`src/rtl/io_reg_write_arbiter.sv`:
```
// Round-robin write arbiter for a shared bank of I/O registers.
// Grants one requester per cycle and drives its data and a one-hot register
// write enable. A requester is never granted in two consecutive cycles.
module io_reg_write_arbiter #(
   parameter int unsigned NREQ  = 3,
   parameter int unsigned WIDTH = 8,
   parameter int unsigned NREGS = 8,
   parameter int unsigned AW    = 3
) (
   input  logic                    clk,
   input  logic                    clr_n,
   input  logic [NREQ-1:0]         req,
   input  logic [NREQ*AW-1:0]      addr,
   input  logic [NREQ*WIDTH-1:0]   data,
   output logic [NREQ-1:0]         gnt,
   output logic [NREGS-1:0]        reg_en,
   output logic [WIDTH-1:0]        reg_d,
   output logic                    addr_err,
   output logic                    busy
);

   localparam int unsigned PW = (NREQ > 1) ? $clog2(NREQ) : 1;

   logic [NREQ-1:0]  gnt_q, gnt_d;
   logic [NREGS-1:0] en_q, en_d;
   logic [WIDTH-1:0] d_q, d_d;
   logic             err_q, err_d;
   logic [PW-1:0]    ptr_q, ptr_d;

   logic [NREQ-1:0]  elig;
   logic             found;
   logic [PW-1:0]    win;
   logic [AW-1:0]    win_addr;
   logic [WIDTH-1:0] win_data;

   // The previous cycle's grant is exactly the turnaround mask.
   assign elig = req & ~gnt_q;
   assign busy = |elig;

   // Pick the first eligible requester at or above the pointer, else wrap to the lowest.
   always_comb begin
      found    = 1'b0;
      win      = '0;
      win_addr = '0;
      win_data = '0;
      for (int unsigned i = 0; i < NREQ; i++) begin
         if (!found && elig[i] && (PW'(i) >= ptr_q)) begin
            found    = 1'b1;
            win      = PW'(i);
            win_addr = addr[i*AW +: AW];
            win_data = data[i*WIDTH +: WIDTH];
         end
      end
      for (int unsigned i = 0; i < NREQ; i++) begin
         if (!found && elig[i] && (PW'(i) < ptr_q)) begin
            found    = 1'b1;
            win      = PW'(i);
            win_addr = addr[i*AW +: AW];
            win_data = data[i*WIDTH +: WIDTH];
         end
      end
   end

   // Next-state: grant, decoded write enable, data capture and pointer advance.
   always_comb begin
      gnt_d = '0;
      en_d  = '0;
      err_d = 1'b0;
      d_d   = d_q;
      ptr_d = ptr_q;
      if (found) begin
         for (int unsigned i = 0; i < NREQ; i++) begin
            gnt_d[i] = (win == PW'(i));
         end
         // Out-of-range addresses match no enable bit and raise addr_err instead.
         for (int unsigned r = 0; r < NREGS; r++) begin
            en_d[r] = (win_addr == AW'(r));
         end
         err_d = (32'(win_addr) >= NREGS);
         d_d   = win_data;
         ptr_d = (win == PW'(NREQ - 1)) ? '0 : win + PW'(1);
      end
   end

   // State registers with asynchronous clear.
   always_ff @(posedge clk or negedge clr_n) begin
      if (!clr_n) begin
         gnt_q <= '0;
         en_q  <= '0;
         d_q   <= '0;
         err_q <= 1'b0;
         ptr_q <= '0;
      end else begin
         gnt_q <= gnt_d;
         en_q  <= en_d;
         d_q   <= d_d;
         err_q <= err_d;
         ptr_q <= ptr_d;
      end
   end

   assign gnt      = gnt_q;
   assign reg_en   = en_q;
   assign reg_d    = d_q;
   assign addr_err = err_q;

endmodule

```
`config.mk`:
```
export PLATFORM = sky130hd
export DESIGN_NAME = io_reg_write_arbiter
export DESIGN_NICKNAME = d
export VERILOG_FILES = /design/src/rtl/io_reg_write_arbiter.sv
export SDC_FILE = /design/constraint.sdc
export NUM_CORES = 1
export LEC_CHECK = 0
export CAP_MARGIN = 0
export CORE_MARGIN = 10
export CORE_UTILIZATION = 41
export DETAILED_ROUTE_END_ITERATION = 6
export PLACE_DENSITY_LB_ADDON = 0.2
export SLEW_MARGIN = 40
export SYNTH_ARGS = -nofsm -noshare
export SYNTH_HDL_FRONTEND = slang
export SYNTH_SLANG_ARGS = --single-unit
```
`constraint.sdc`:
```
create_clock -name clk -period 2.1 [get_ports clk]
set_input_delay 0.42 -clock clk [delete_from_list [all_inputs] [get_ports clk]]
set_output_delay 0.42 -clock clk [all_outputs]
set_load 0.02 [all_outputs]
```
# == After elaboration in Yosys (flattened, before gate mapping) ==
# Cells that the tools add are included.
# word_totals
mem_bits_rw,0
wordCells,67
regBits,21
memories,0
romBits,0
inputBits,38
latch_bits,0
# op_classes
order_cmp,6
mul,0
div_mod_pow,0
n_reduce_logical,19
shift,0
add_sub_neg,1
eq_ne,9
mux,26
bitwise_logic,2
# ops
op,n
8-bit two-way mux,7
3-bit two-way mux,7
3-bit equality test (second input constant),4
1-bit logical AND,11
2-bit two-way mux,5
1-bit two-way mux,7
3-bit by 2-bit equality test with 1-bit output (second input constant),2
1-bit logical NOT,5
1-bit by 2-bit >= comparator with 1-bit output (first input constant),2
1-bit by 2-bit < comparator with 1-bit output (first input constant),2
3-bit AND,1
3-bit by 1-bit equality test with 1-bit output (second input constant),1
3-bit logical NOT,1
3-bit inverter,1
3-bit OR reduction,1
2-bit by 1-bit adder with 2-bit output (second input constant),1
2-bit by 1-bit equality test with 1-bit output (second input constant),1
2-bit equality test (second input constant),1
2-bit >= comparator (first input constant),1
2-bit logical NOT,1
2-bit < comparator (first input constant),1

# == Longest topological paths before layout ==
# Gate-level depths: netlist (run 1).
# depth
depth_word,26
depth_mapped,8

# == Worst setup path after synthesis (run 1) ==
# Ideal clock, no wire load.
# synth_timing
path_kind,register -> register
startpoint,"reg gnt_q[0], in the netlist gnt[0]"
endpoint,"reg d_q[5], in the netlist reg_d[5]"
required_ps,1946
arrival_ps,1812
stages_incl_launch_ff,7
slack_ps,134
path_buffers,1
path_cell_list,dfrtp_1 and2b_1 nor3_2 inv_1 clkbuf_1 o21ai_0 o32ai_1
# synth_between
elab_chain_len,24
word_cells_on_any_way,30
classes_between,mux (12); bitwise (2); reduce/logical (16)
# synth_lines
item,line_no,rtl
from (decl),24,"logic [NREQ-1:0] gnt_q, gnt_d;"
from (signal assigned),94,gnt_q <= gnt_d;
3-bit inverter *,37,assign elig = req & ~gnt_q;
3-bit AND *,37,
1-bit logical AND,47,if (!found && elig[i] && (PW'(i) >= ptr_q)) begin
1-bit two-way mux,47,
1-bit logical NOT,47,
1-bit logical AND (2 in series),47,
1-bit two-way mux,47,
1-bit logical NOT,47,
[4 not listed],-,
1-bit logical AND (2 in series),55,if (!found && elig[i] && (PW'(i) < ptr_q)) begin
1-bit two-way mux,55,
1-bit logical NOT,55,
1-bit logical AND (2 in series),55,
1-bit two-way mux,55,
1-bit logical NOT,55,
1-bit logical AND (2 in series),55,
8-bit two-way mux / 1-bit two-way mux (equally long branches),55,
to (signal assigned),90,d_q <= '0;
to (signal assigned),96,d_q <= d_d;
to (decl),26,"logic [WIDTH-1:0] d_q, d_d;"
# Mark *: on every way between the ends. The rest lies on a longest branch, timed or not.
# A chain may end at the register's enable or synchronous reset.

# == Final worst setup path (run 1) ==
# layout_timing
startpoint,in req[1]
endpoint,out busy
# layout_between
elab_chain_len,2
# layout_lines
item,line_no,rtl
from (decl),12,"input logic [NREQ-1:0] req,"
3-bit AND,37,
3-bit OR reduction,38,assign busy = |elig;
to (decl),19,output logic busy
# Every way passes these cells.

==> impl_table.tex, run 1 <==
\begin{tabular}{lr}
\hline
Metric & Value \\
\hline
\multicolumn{2}{l}{\textbf{Place}} \\
Port buffer count & 57 \\
Half-perimeter wire length after placement & 3.191 mm \\
Worst setup slack before clock tree synthesis & -0.4167 ns \\
Weighted congestion reported at the end of routability-driven placement & between 0.8 and 0.9 \\
Cell area after placement & 1993 um\^{}2 \\
\multicolumn{2}{l}{\textbf{Layout}} \\
Share of final-layout standard cells stronger than drive strength 1 & 0.2049 \\
Number of inserted filler cells in the final layout & 239 \\
Leading cell type in the layout, fill and taps excluded & sky130\_fd\_sc\_hd\_\_clkdlybuf4s50\_1 \\
Post-synthesis to final-layout area growth & 66.17\% \\
Most frequent cells in the layout & sky130\_fd\_sc\_hd\_\_clkdlybuf4s50\_1 (56), sky130\_fd\_sc\_hd\_\_dfrtp\_1 (21), sky130\_fd\_sc\_hd\_\_buf\_4 (20), sky130\_fd\_sc\_hd\_\_a21boi\_0 (10), sky130\_fd\_sc\_hd\_\_o21ai\_0 (10) \\
Number of diodes & 0 \\
Final instance area & 2083 um\^{}2 \\
Net count, final & 244 \\
\multicolumn{2}{l}{\textbf{Critical path}} \\
Largest stage delay, worst path & 0.41 ns \\
Critical path class & input pin to output pin \\
Critical Path Fanout Max & 5 \\
Worst path cell trace & clkdlybuf4s50\_1 > and2b\_1 > nor3\_2 > inv\_2 > clkdlybuf4s15\_2 \\
Crit path from & req[1] \\
Arrival @ worst endpoint & 1.67 ns \\
RR Startpoint & ptr\_q[0] \\
Worst reg2reg endpoint & reg\_en[0] \\
R2R depth & 5 \\
Critical path data required time & between 1.5 and 2 ns \\
Number of cells on the critical path & 5 \\
Critical Path Sink Type & output pin \\
Critical path buffer and inverter count & 3 \\
Startpoint types & input pin \\
CP delay by family, top & buffers and inverters \\
Destination of the critical timing path & busy \\
R2R setup slack & 0.16 ns \\
Slowest CP cell & sky130\_fd\_sc\_hd\_\_clkdlybuf4s50\_1 \\
\multicolumn{2}{l}{\textbf{STA}} \\
Final hold violation count & 0 \\
Final setup fails & 0 \\
Worst clock skew & 0.005803 ns \\
Setup repair after global routing missed its margin & true \\
Post-layout worst setup margin & 0.01167 ns \\
Min Tclk post-route & 2.088 ns \\
Worst slack on hold paths & 0.4442 ns \\
Highest Clock Rate & $\sim$480 MHz \\
Number of slew-limit violations in the final report & 0 \\
Final period utilization & 0.9944 \\
\multicolumn{2}{l}{\textbf{Yosys}} \\
Total of flip-flops plus latches after synthesis & 21 \\
Gate count after technology mapping & 127 \\
Syn\_area\_per\_cell & a little under 10 um\^{}2 \\
Total number of yosys warnings & 0 \\
Library cells used by synthesis & 37 \\
Synthesized net count & 165 \\
Register area share after synthesis & 0.4192 \\
Cell area after synthesis & 1254 um\^{}2 \\
\multicolumn{2}{l}{\textbf{Power and ir drop}} \\
Leakage dissipation & 0.9097 nW \\
Pwr dens & 1185 nW/um\^{}2 \\
VDD IR max & 0.5515 mV \\
\multicolumn{2}{l}{\textbf{Detailed routing}} \\
Drt drc & 0 \\
Detailed-router iteration count before antenna repair & 4 \\
Routed wire per std cell & 17.19 um \\
Via count & 1,347 \\
Number of design-rule violations left by the first detailed-router iteration & 53 \\
Antenna-violating nets left & 0 \\
DR vias/cell & 5.660 \\
Wirelength, routed & 4.092 mm \\
\multicolumn{2}{l}{\textbf{Clock network}} \\
Number of buffers inserted during clock tree synthesis & 3 \\
CTS sink cnt & 21 \\
Clock latency on the worst-skew pair & 0.30 ns \\
Hold\_buf cts & 0 \\
Clock tree from TritonCTS & done \\
Cell at the root of the clock tree & sky130\_fd\_sc\_hd\_\_clkbuf\_4 \\
Worst-path clk slew & 0.12 ns \\
CTS H-tree depth & 1 \\
Maximum clock insertion buffer count & 2 \\
\multicolumn{2}{l}{\textbf{Floorplanning}} \\
Die W & 75.30 um \\
Area of the placeable core & roughly 3000 um\^{}2 \\
Count of boundary I/O pins & 59 \\
\# rows & 20 \\
Die outline area & between 5000 and 6000 um\^{}2 \\
Initial core utilization & 0.4210 \\
Die span in y & 75.30 um \\
\multicolumn{2}{l}{\textbf{Outcome}} \\
Run status & finished, final reports clean \\
\multicolumn{2}{l}{\textbf{Min path}} \\
Tightest Hold Check Type & input pin to asynchronous set/reset pin \\
\multicolumn{2}{l}{\textbf{Global route}} \\
Antenna violations before repair & 0 \\
Maximum number of pins on one net before global-route repair & 22 \\
Remaining global-route overflow & 0 \\
First-pass GRT wire length & 6.651 mm \\
Number of global-route vias before repair & 1,437 \\
Combined global-route utilization of all metal layers & 0.1493 \\
\multicolumn{2}{l}{\textbf{Job}} \\
Max Cap Viol & 0 \\
\hline
\end{tabular}
## worst register-to-register path: cells and delay by family, from the launching register on
kind / cells / cell delay, ns
AND/OR/NAND/NOR: 2 / 0.54
flip-flops: 1 / 0.48
AO/OA/AOI/OAI: 3 / 0.83
## how the worst min path moves through the flow
stage	end	slack [ns]	cells after the start	startpoint
2_1_floorplan	gnt[0]	0.12	0	clr_n
3_3_place_gp	reg_d[6]	0.47	2	reg_d[6]
3_5_place_dp	reg_d[6]	0.51	2	reg_d[6]
4_1_cts	reg_d[6]	0.45	2	clr_n
5_1_grt	reg_d[6]	0.47	2	clr_n
6_report	reg_d[6]	0.44	2	clr_n
## synth_stat cells
master | count | area share
sky130_fd_sc_hd__nor3b_1 | 1 | 0.0060
sky130_fd_sc_hd__a221oi_1 | 2 | 0.014
sky130_fd_sc_hd__nand2_1 | 6 | 0.018
sky130_fd_sc_hd__nor2b_2 | 1 | 0.0070
sky130_fd_sc_hd__nor3_1 | 4 | 0.016
sky130_fd_sc_hd__o21ai_0 | 10 | 0.040
sky130_fd_sc_hd__inv_1 | 8 | 0.024
sky130_fd_sc_hd__and3b_1 | 1 | 0.0070
sky130_fd_sc_hd__nor2b_1 | 2 | 0.010
sky130_fd_sc_hd__buf_4 | 2 | 0.012
sky130_fd_sc_hd__o32ai_1 | 7 | 0.049
sky130_fd_sc_hd__o21ai_1 | 1 | 0.0040
sky130_fd_sc_hd__a21o_1 | 1 | 0.0060
sky130_fd_sc_hd__a21oi_1 | 7 | 0.028
sky130_fd_sc_hd__a21boi_0 | 10 | 0.060
sky130_fd_sc_hd__a221oi_2 | 1 | 0.012
sky130_fd_sc_hd__nand3_4 | 1 | 0.014
sky130_fd_sc_hd__nor4_1 | 4 | 0.020
sky130_fd_sc_hd__a2bb2oi_1 | 1 | 0.0070
sky130_fd_sc_hd__a211oi_2 | 1 | 0.010
sky130_fd_sc_hd__dfrtp_1 | 21 | 0.42
sky130_fd_sc_hd__buf_6 | 1 | 0.0090
sky130_fd_sc_hd__nand2_2 | 1 | 0.0050
sky130_fd_sc_hd__a222oi_1 | 1 | 0.0080
sky130_fd_sc_hd__a221o_1 | 3 | 0.024
sky130_fd_sc_hd__nor3_2 | 1 | 0.0080
sky130_fd_sc_hd__o211ai_1 | 2 | 0.012
sky130_fd_sc_hd__nor2_1 | 8 | 0.024
sky130_fd_sc_hd__o211a_1 | 7 | 0.056
sky130_fd_sc_hd__a2111oi_4 | 1 | 0.022
sky130_fd_sc_hd__conb_1 | 1 | 0.0030
sky130_fd_sc_hd__buf_2 | 1 | 0.0040
sky130_fd_sc_hd__nand2b_1 | 2 | 0.010
sky130_fd_sc_hd__inv_4 | 1 | 0.0050
sky130_fd_sc_hd__and2b_1 | 3 | 0.018
sky130_fd_sc_hd__clkbuf_1 | 1 | 0.0030
sky130_fd_sc_hd__nor4b_1 | 1 | 0.0070
## metrics by stage
step	std cells	setup TNS [ns]	util	total power, W
6_report	238	0	0.6996	0.002468
5_1_grt	238	-0.06767	0.6996	0.002641
4_1_cts	238	0	0.6878	0.002440
3_5_place_dp	232	-5.345	0.6693	0.002198
3_3_place_gp	232	-4.236	0.6693	0.002162
2_1_floorplan	127	0	-	0.001510
## where the power goes
part           switching (W)  internal, W  leakage, nW
Combinational       0.000789     0.000797        0.630
Sequential          0.000123     0.000565        0.265
Clock               0.000121    0.0000740       0.0150
Total                0.00103      0.00144        0.910
## kinds of logic (layout without fill, tap and decap cells)
| kind of cell | count (synthesis) | in the layout | synth area share |
|---|---|---|---|
| simple gates | 36 | 36 | 0.1697 |
| buf+inv | 14 | 92 | 0.05688 |
| compound gates | 55 | 55 | 0.3513 |
| other cells | 1 | 1 | 0.002991 |
| flops | 21 | 21 | 0.4192 |
## per-layer routing
| layer | wire [um] | global-route usage | vias up |
|---|---|---|---|
| met3 | 382 | 0.05208 | 4 |
| met5 | 0 | 0 | - |
| met2 | 2049 | 0.2597 | 63 |
| li1 | - | - | 641 |
| met1 | 1631 | 0.1664 | 639 |
| met4 | 29 | 0.04742 | 0 |
## sequential cells by signal (all words and copies together) (netlist names)
signal  flops
gnt         3
reg_en      8
reg_d       8
ptr_q       2
## area by class of cell
class | instances | area (um^2) | area share
Clock buffer | 4 | 26.28 | 0.01261
Inverter | 9 | 36.28 | 0.01742
Multi-Input combinational cell | 92 | 700.7 | 0.3363
Sequential cell | 21 | 525.5 | 0.2523
Tap cell | 33 | 41.29 | 0.01982
Timing Repair Buffer | 79 | 753.2 | 0.3616
## what timing repair did
item                                    CTS  global route
endpoints found under the setup margin   10             6
setup buffers                             3             0
pin swaps                                 4             3
resized for setup                         7             6
Power figures use the tool's default switching activity.
==> run 2: changes to the inputs <==
--- a/config.mk
+++ b/config.mk
@@ -10,6 +10,7 @@
 export CORE_UTILIZATION = 41
 export DETAILED_ROUTE_END_ITERATION = 6
 export PLACE_DENSITY_LB_ADDON = 0.2
+export SKIP_CTS_REPAIR_TIMING = 1
 export SLEW_MARGIN = 40
 export SYNTH_ARGS = -nofsm -noshare
 export SYNTH_HDL_FRONTEND = slang
==> impl_table.tex, run 2 (synthesized netlist as in run 1, its figures left out) <==
\begin{tabular}{lr}
\hline
Metric & Value \\
\hline
\multicolumn{2}{l}{\textbf{STA}} \\
Worst slack on hold paths & 0.4417 ns (-0.002517 ns) \\
Setup repair after global routing missed its margin & true \\
Number of slew-limit violations in the final report & 0 (unchanged) \\
Final hold violation count & 0 (unchanged) \\
Final setup fails & 1 (+1) \\
Actual transition at the worst max-transition pin & 0.5203 ns \\
Highest Clock Rate & 471.3 MHz (-1.6\%) \\
Final-layout setup total negative slack & -0.02177 ns (-0.02177 ns) \\
Final period utilization & 1.010 (+0.01592) \\
Worst slew margin & 0.6532 \\
Worst clock skew & 0.004402 ns (-0.001401 ns) \\
Min Tclk post-route & 2.122 ns (+0.03343 ns) \\
Post-layout worst setup margin & -0.02177 ns (-0.03343 ns) \\
\multicolumn{2}{l}{\textbf{Floorplanning}} \\
Die span in y & 75.30 um (unchanged) \\
Area of the placeable core & 2978 um\^{}2 (unchanged) \\
Die W & 75.30 um (unchanged) \\
Die outline area & 5669 um\^{}2 (unchanged) \\
Initial core utilization & 0.4210 (unchanged) \\
\# rows & 20 (unchanged) \\
Count of boundary I/O pins & 59 (unchanged) \\
\multicolumn{2}{l}{\textbf{Global route}} \\
First-pass GRT wire length & 6.575 mm (-1.1\%) \\
Remaining global-route overflow & 0 (unchanged) \\
Antenna violations before repair & 0 (unchanged) \\
Combined global-route utilization of all metal layers & 0.1469 (-0.002430) \\
Number of global-route vias before repair & 1,444 (+0.49\%) \\
Maximum number of pins on one net before global-route repair & 22 (unchanged) \\
\multicolumn{2}{l}{\textbf{Detailed routing}} \\
Routed wire per std cell & 17.15 um (-0.27\%) \\
Number of design-rule violations left by the first detailed-router iteration & 64 (+21\%) \\
DR vias/cell & 5.669 (+0.17\%) \\
Via count & 1,355 (+0.59\%) \\
Drt drc & 0 (unchanged) \\
Wirelength, routed & 4.098 mm (+0.15\%) \\
Detailed-router iteration count before antenna repair & 4 (unchanged) \\
Antenna-violating nets left & 0 (unchanged) \\
\multicolumn{2}{l}{\textbf{Critical path}} \\
Arrival @ worst endpoint & 2.32 ns (+0.65 ns) \\
Crit path from & req[0] \\
Critical path class & input pin to flop \\
Destination of the critical timing path & reg\_en[0] \\
R2R depth & 6 (+1) \\
Worst reg2reg endpoint & reg\_en[0] \\
Critical Path Fanout Max & 6 (+1) \\
RR Startpoint & ptr\_q[0] \\
Critical Path Sink Type & flop \\
Critical path data required time & 2.30 ns (+0.62 ns) \\
Startpoint types & input pin \\
R2R setup slack & 0.10 ns (-0.06 ns) \\
\multicolumn{2}{l}{\textbf{Place}} \\
Half-perimeter wire length after placement & 3.191 mm (unchanged) \\
Weighted congestion reported at the end of routability-driven placement & 0.8988 (unchanged) \\
Port buffer count & 57 (unchanged) \\
Worst setup slack before clock tree synthesis & -0.4167 ns (unchanged) \\
\multicolumn{2}{l}{\textbf{Layout}} \\
Share of final-layout standard cells stronger than drive strength 1 & 0.1796 (-0.02527) \\
Number of diodes & 0 (unchanged) \\
Net count, final & 245 (+0.41\%) \\
Leading cell type in the layout, fill and taps excluded & sky130\_fd\_sc\_hd\_\_clkdlybuf4s50\_1 \\
Post-synthesis to final-layout area growth & 62.87\% \\
Most frequent cells in the layout & sky130\_fd\_sc\_hd\_\_clkdlybuf4s50\_1 (56), sky130\_fd\_sc\_hd\_\_buf\_4 (22), sky130\_fd\_sc\_hd\_\_dfrtp\_1 (21), sky130\_fd\_sc\_hd\_\_a21boi\_0 (10), sky130\_fd\_sc\_hd\_\_o21ai\_0 (10) \\
\multicolumn{2}{l}{\textbf{Clock network}} \\
Maximum clock insertion buffer count & 2 (unchanged) \\
CTS H-tree depth & 1 (unchanged) \\
Clock latency on the worst-skew pair & 0.31 ns (about the same) \\
Cell at the root of the clock tree & sky130\_fd\_sc\_hd\_\_clkbuf\_4 \\
CTS sink cnt & 21 (unchanged) \\
Clock tree from TritonCTS & done \\
Worst-path clk slew & 0.12 ns (about the same) \\
Number of buffers inserted during clock tree synthesis & 3 (unchanged) \\
\multicolumn{2}{l}{\textbf{Min path}} \\
Tightest Hold Check Type & input pin to asynchronous set/reset pin \\
\multicolumn{2}{l}{\textbf{Power and ir drop}} \\
Leakage dissipation & 0.9006 nW (-1.0\%) \\
VDD IR max & 0.6029 mV (+9.3\%) \\
Pwr dens & 1187 nW/um\^{}2 (+0.22\%) \\
\multicolumn{2}{l}{\textbf{Outcome}} \\
Violations in the final reports & setup timing \\
Run status & finished, violations left \\
\multicolumn{2}{l}{\textbf{Job}} \\
Max Cap Viol & 0 (unchanged) \\
\hline
\end{tabular}
-- run 2: changes by cell type in the layout (fill, tap and decap cells not counted) --
| cell | change |
|---|---|
| sky130_fd_sc_hd__a221oi_1 | +2 |
| sky130_fd_sc_hd__nor2b_1 | +1 |
| sky130_fd_sc_hd__a221oi_2 | -2 |
| sky130_fd_sc_hd__buf_6 | -1 |
| sky130_fd_sc_hd__nor2b_4 | -1 |
| sky130_fd_sc_hd__clkdlybuf4s15_2 | -1 |
| sky130_fd_sc_hd__buf_4 | +2 |
| sky130_fd_sc_hd__clkbuf_2 | +1 |
| sky130_fd_sc_hd__nor4_2 | -3 |
| sky130_fd_sc_hd__nor4_1 | +3 |
-- run 2: layout make-up --
type,count,area (um^2)
flip-flops and latches,21,525.5
fillers,235,935.9
multi-input cells,92,661.9
inverters,9,36.28
clock buffers,4,26.28
repair buffers,80,750.7
well taps,33,41.29
-- run 2: critical path, cell delays in order --
cell,delay [ns]
sky130_fd_sc_hd__clkdlybuf4s50_1,0.51
sky130_fd_sc_hd__nor3b_2,0.32
sky130_fd_sc_hd__a2111oi_4,0.06
sky130_fd_sc_hd__buf_4,0.18
sky130_fd_sc_hd__buf_4,0.14
sky130_fd_sc_hd__a221o_1,0.34
sky130_fd_sc_hd__nor4_1,0.34
-- run 2: worst min path at each step --
| stage | slack, ns | cells after the start | from | endpoint |
|---|---|---|---|---|
| finish | 0.44 | 2 | clr_n | reg_d[6] |
| global route | 0.47 | 2 | clr_n | reg_d[6] |
| CTS | 0.45 | 2 | clr_n | reg_d[6] |
| detailed placement | 0.51 | 2 | reg_d[6] | reg_d[6] |
| global placement | 0.47 | 2 | reg_d[6] | reg_d[6] |
| floorplan | 0.12 | 0 | clr_n | gnt[0] |
-- run 2: power breakdown --
part           internal (W)  leakage (nW)  switching [W]
registers          0.000565         0.265       0.000118
logic              0.000776         0.621       0.000768
clock network     0.0000742        0.0150       0.000123
total               0.00142         0.901        0.00101
-- run 2: per-layer routing --
layer  up-vias  GRT usage  share of wire
met5         -          0              0
met4         0    0.04948         0.0073
met3         4    0.05208          0.088
met2        55     0.2512           0.50
met1       652     0.1656           0.41
li1        644          -              -
-- run 2: metrics by stage --
step	instance area (um^2)	util	std cells	power (W)
6_report	2042	0.6857	239	0.002425
4_1_cts	2019	0.6782	236	0.002408
3_3_place_gp	1993	0.6693	232	0.002162
5_1_grt	2042	0.6857	239	0.002587
3_5_place_dp	1993	0.6693	232	0.002198
2_1_floorplan	1254	-	127	0.001510
